===== config.mk =====
export PLATFORM = sky130hd
export DESIGN_NAME = pc_sequencer
export DESIGN_NICKNAME = d
export VERILOG_FILES = /design/src/rtl/pc_sequencer.sv
export SDC_FILE = /design/constraint.sdc
export NUM_CORES = 1
export LEC_CHECK = 0
export ABC_AREA = 1
export ABC_CLOCK_PERIOD_IN_PS = 4000
export CAP_MARGIN = 15
export CORE_AREA = 2 2 183 185
export CTS_CLUSTER_SIZE = 24
export DETAILED_ROUTE_END_ITERATION = 7
export DIE_AREA = 0 0 185 187
export GPL_TIMING_DRIVEN = 0
export PLACE_DENSITY = 0.53
export SYNTH_ARGS = -nofsm -noshare
export SYNTH_HDL_FRONTEND = slang
export SYNTH_SLANG_ARGS = --single-unit

===== constraint.sdc =====
create_clock -name clk -period 4 [get_ports clk]
set_input_delay 0.8 -clock clk [delete_from_list [all_inputs] [get_ports clk]]
set_output_delay 0.8 -clock clk [all_outputs]
set_load 0.005 [all_outputs]

===== src/rtl/pc_sequencer.sv =====
// rtl/pc_sequencer.sv - fetch-stage PC sequencer with return-address stack
module pc_sequencer #(
  parameter int                ADDR_W    = 32,
  parameter int                IDX_W     = 26,
  parameter logic [ADDR_W-1:0] RESET_PC  = '0,
  parameter int                RAS_DEPTH = 4
) (
  input  logic              clk,
  input  logic              reset_n,
  input  logic              en,
  input  logic [1:0]        sel,
  input  logic              br_taken,
  input  logic [15:0]       imm,
  input  logic [IDX_W-1:0]  index,
  input  logic [ADDR_W-1:0] rs_val,
  input  logic              jal,
  input  logic              ret,
  output logic [ADDR_W-1:0] pc,
  output logic [ADDR_W-1:0] pc_plus4,
  output logic              misalign,
  output logic              ras_empty,
  output logic              ras_full
);

  localparam int PTR_W = $clog2(RAS_DEPTH);

  logic [ADDR_W-1:0] ras_mem [RAS_DEPTH];
  logic [PTR_W-1:0]  wr_ptr;
  logic [PTR_W-1:0]  top_ptr;
  logic [PTR_W:0]    count;

  logic [ADDR_W-1:0] nxt_pc;
  logic [ADDR_W-1:0] br_target;
  logic [ADDR_W-1:0] jmp_target;
  logic [ADDR_W-1:0] jr_target;
  logic [ADDR_W-1:0] br_off;
  logic signed [17:0] br_off18;
  logic              use_rs;
  logic              do_push;
  logic              do_pop;

  assign pc_plus4  = pc + ADDR_W'(4);
  assign br_off18  = {imm, 2'b00};
  assign br_off    = ADDR_W'(br_off18);
  assign br_target = pc_plus4 + br_off;
  assign jr_target = {rs_val[ADDR_W-1:2], 2'b00};

  generate
    if (ADDR_W > IDX_W + 2) begin : g_jmp_upper
      assign jmp_target = {pc_plus4[ADDR_W-1:IDX_W+2], index, 2'b00};
    end else begin : g_jmp_flat
      assign jmp_target = {index, 2'b00};
    end
  endgenerate

  // wr_ptr is the next free slot; wrapping makes an overflowing push land on the oldest entry
  assign top_ptr   = wr_ptr - PTR_W'(1);
  assign ras_empty = (count == '0);
  assign ras_full  = (count == (PTR_W+1)'(RAS_DEPTH));

  always_comb begin
    nxt_pc = pc_plus4;
    use_rs = 1'b0;
    if (ret && !ras_empty) begin
      nxt_pc = ras_mem[top_ptr];
    end else if (ret) begin
      nxt_pc = jr_target;
      use_rs = 1'b1;
    end else begin
      case (sel)
        2'b00: nxt_pc = pc_plus4;
        2'b01: nxt_pc = br_taken ? br_target : pc_plus4;
        2'b10: nxt_pc = jmp_target;
        default: begin
          nxt_pc = jr_target;
          use_rs = 1'b1;
        end
      endcase
    end
  end

  assign do_push = en && jal && !ret && sel[1];
  assign do_pop  = en && ret && !ras_empty;

  always_ff @(posedge clk or negedge reset_n) begin
    if (!reset_n) begin
      pc       <= RESET_PC;
      misalign <= 1'b0;
      wr_ptr   <= '0;
      count    <= '0;
    end else if (en) begin
      pc <= nxt_pc;
      if (use_rs && (rs_val[1:0] != 2'b00)) begin
        misalign <= 1'b1;
      end
      if (do_push) begin
        wr_ptr <= wr_ptr + PTR_W'(1);
        if (!ras_full) begin
          count <= count + 1'b1;
        end
      end else if (do_pop) begin
        wr_ptr <= top_ptr;
        count  <= count - 1'b1;
      end
    end
  end

  always_ff @(posedge clk) begin
    if (reset_n && do_push) begin
      ras_mem[wr_ptr] <= pc_plus4;
    end
  end

endmodule

==> reports/metrics.yaml <==
ctsHtreeMaxLevel: 4
worstSkewPairLatency_ns: 0.43
path_cells: "ha_1, nand2_2, inv_1, nand2_2, nor2_4, nand4_1, nor2_2, inv_2, nor2_2, or2_2, nand2_1, inv_2, clkdlybuf4s50_1"
timing.final.crit_period_ns: 3.79
yosys-top-cells-area: "sky130_fd_sc_hd__edfxtp_1 (36%), sky130_fd_sc_hd__nand2_1 (15%), sky130_fd_sc_hd__dfrtp_1 (8.9%)"
mappedNetlistNets: 1521
critical_path.top_delay_family: "simple AND/OR/NAND/NOR gates"
min_period_over_period_pct: 94.9
synth_cells: 1399
clkSinkCount: 166
syn_avg_cell_area_um2: 7.62
skew_ns: 0.00804
wl_per_cell_um: 20.4
worst_setup_margin_ns: 0.206
multiInputGateArea_um2: 5160
initial_antenna_violation_count: 0
gp_congestion: 0.927
dr.first_iter.drc_count: 642
power_leakage_nw: 5.74
power.density_nw_per_um2: 680
boundary_pins: 149
worstPathMaxFanout: 6
end_kind: "output port"
max_freq_ghz: 0.264
clk_pin_slew_ns: 0.07
mostFrequentLayoutCells: "sky130_fd_sc_hd__nand2_1 (421), sky130_fd_sc_hd__inv_1 (157), sky130_fd_sc_hd__clkdlybuf4s50_1 (146)"
worst_setup_path_start_kind: "flip-flop"
worst_ep_required_time_ns: 3.20
first_global_vias: 10009
nNetsFinal: 1694
synth.top_cell.area_share_pct: 36.1
regArea_um2: 4800
crit_slowest_cell: "sky130_fd_sc_hd__clkdlybuf4s50_1"
peakVddDrop_uv: 366
timing.max_slew.rel_slack_pct: 35.0
clock-root-buffer: "sky130_fd_sc_hd__clkbuf_16"
die_height_um: 187
cts_tree: "done"
antenna_left: 0
clk_path_buf_depth: 2
grt.overflow.total: 0
synth_seq_area_share_pct: 45.0
leading_area_contributor_after_synthesis: "sky130_fd_sc_hd__edfxtp_1"
die_area_um2: 34600
number_of_enable_type_register_cells_in_the_synthesized_netlist: 128
drt_wl_total_um: 41500
hold_path.class: "in2async"
report.final.setup_viol: 0
grt_util_all_layers_pct: 24.0
horizontal_die_dimension_um: 185
flow.area_growth_from_synthesis_pct: 26.6
netlist-cell-type-count: 52
total_cts_buffers: 17
rows: 67
setup.worst_path.class: "reg2out"
reg2reg_start: "pc[3]"
rsz0062_at_grt: "yes"
outcome: "finished, final reports clean"
yosysWarningCount: 0
timing.critical_path.slowest_cell_delay_ns: 0.52
worst-slew-pin-transition_ns: 0.971
grt_start_max_net_pins: 35
worst_slack_placed_ns: -0.465
post-route-drc-count: 0
drt_first_pass_iters: 5
timing.critical_path.buf_inv: 4
finalHoldViolCount: 0
grt_pass1_wl_um: 60600
arrival_ns: 2.99
total_power_mw: 9.18
antenna_cells: 0
synthArstFlopShare_pct: 22.9
critical_path.startpoint: "pc[3]"
via_per_inst: 5.02
final_count_of_pins_violating_max_slew: 0
fraction_of_layout_cells_with_a_size_suffix_above_1_pct: 7.63
vias: 10204
netlist_area_um2: 10700
final_common_cell: "sky130_fd_sc_hd__nand2_1"
detailedPlacementHpwl_um: 33000
core_um2: 32900
initial_core_util_pct: 32.4
ys_ff_latch: 166
synth-main-ff-cell: "sky130_fd_sc_hd__edfxtp_1"
drv.max_cap_violation_count: 0
layout.filler_cells: 3465
io_buf_count: 147
==> layout make-up <==
cell class / count / area share (%)
buffer: 42 / 1.33
tap: 448 / 4.15
inverter: 168 / 4.67
clock inverter: 10 / 0.742
clock buffer: 22 / 3.44
sequential: 166 / 35.6
multi-input combinational: 1023 / 38.3
timing repair buffer: 154 / 11.8
==> final timing paths <==
kind,cells past startpoint,slack (ns),end
hold / removal,1,0.20,pc[13]
min in group clk,2,0.47,misalign
max in group asynchronous,2,3.33,pc[2]
setup reg to reg,23,0.21,pc[27]
setup / recovery,13,0.21,pc_plus4[24]
hold reg to reg,2,0.47,misalign
==> what timing repair did <==
item | 4_1_cts | 5_1_grt
pin swaps | 0 | 1
setup buffers | 1 | 1
setup endpoints to repair | 15 | 19
gates cloned | 0 | 0
hold buffers | 0 | 0
gates resized for setup | 5 | 16
==> metal layers <==
metal  wire length, µm  vias up  global-route usage (%)  share of wire, %
met2             20400      317                    41.1                49
li1                  -     4973                       -                 -
met5                 0        -                       0                 0
met3              2050       62                    3.00               5.0
met1             17900     4852                    31.2                43
met4              1160        0                    8.06               2.8
==> synthesized netlist by cell type, drive strengths merged (2+ instances only) <==
library cell  number
xnor2              6
xor2              10
fa                 2
dfrtp             38
o21bai             5
nand3             79
a21oi             53
nand4             11
a21o               3
o21a               2
nor2             156
and2               3
o22ai             29
o21ai            136
o221ai             4
edfxtp           128
nor3              11
or2               19
ha                38
o211ai             4
inv              167
clkbuf            31
buf               11
nand3b             4
nand2            434
a31oi              4
==> per-stage QoR <==
step / TNS, ns / area (µm²) / instances / utilization, % / hold WS, ns
2_1_floorplan: 0 / 10700 / 1399 / - / 0.456
3_3_place_gp: -274.20 / 12700 / 1994 / 38.6 / 0.455
3_5_place_dp: -1.66 / 12800 / 1999 / 39.0 / 0.450
4_1_cts: 0 / 13400 / 2032 / 40.9 / 0.194
5_1_grt: -0.00474 / 13500 / 2033 / 41.1 / 0.195
6_report: 0 / 13500 / 2033 / 41.1 / 0.198
==> where the power goes <==
part           switching, mW  internal [mW]
registers              0.356           2.23
logic                   3.25           1.77
clock network          0.682          0.893
total                   4.29           4.89
==> sequential cells by signal, summed over array words and instances (netlist names) <==
signal and flops:
pc 32, count 3, wr_ptr 2, misalign 1
ras_mem 128
==> worst reg2reg max path, delay by kind of cell (launching register included) <==
family / cells / cell delay, ns
AO/OA/AOI/OAI: 1 / 0.37
adder cells (fa/ha/maj): 2 / 0.57
buffers and inverters: 2 / 0.29
flip-flops: 1 / 0.46
AND/OR/NAND/NOR: 18 / 1.98
==> logic make-up (layout without fill, tap and decap cells) <==
| family | Yosys count | in the layout | synth area share (%) |
|---|---|---|---|
| AO/OA/AOI/OAI | 247 | 247 | 12.7 |
| XOR/XNOR | 16 | 16 | 1.39 |
| adder cells (fa/ha/maj) | 40 | 40 | 4.84 |
| buffers and inverters | 210 | 396 | 7.61 |
| flip-flops | 166 | 166 | 45.0 |
| multiplexers | 1 | 1 | 0.106 |
| AND/OR/NAND/NOR | 719 | 719 | 28.4 |
No activity file was read; power rests on OpenSTA's default activity.
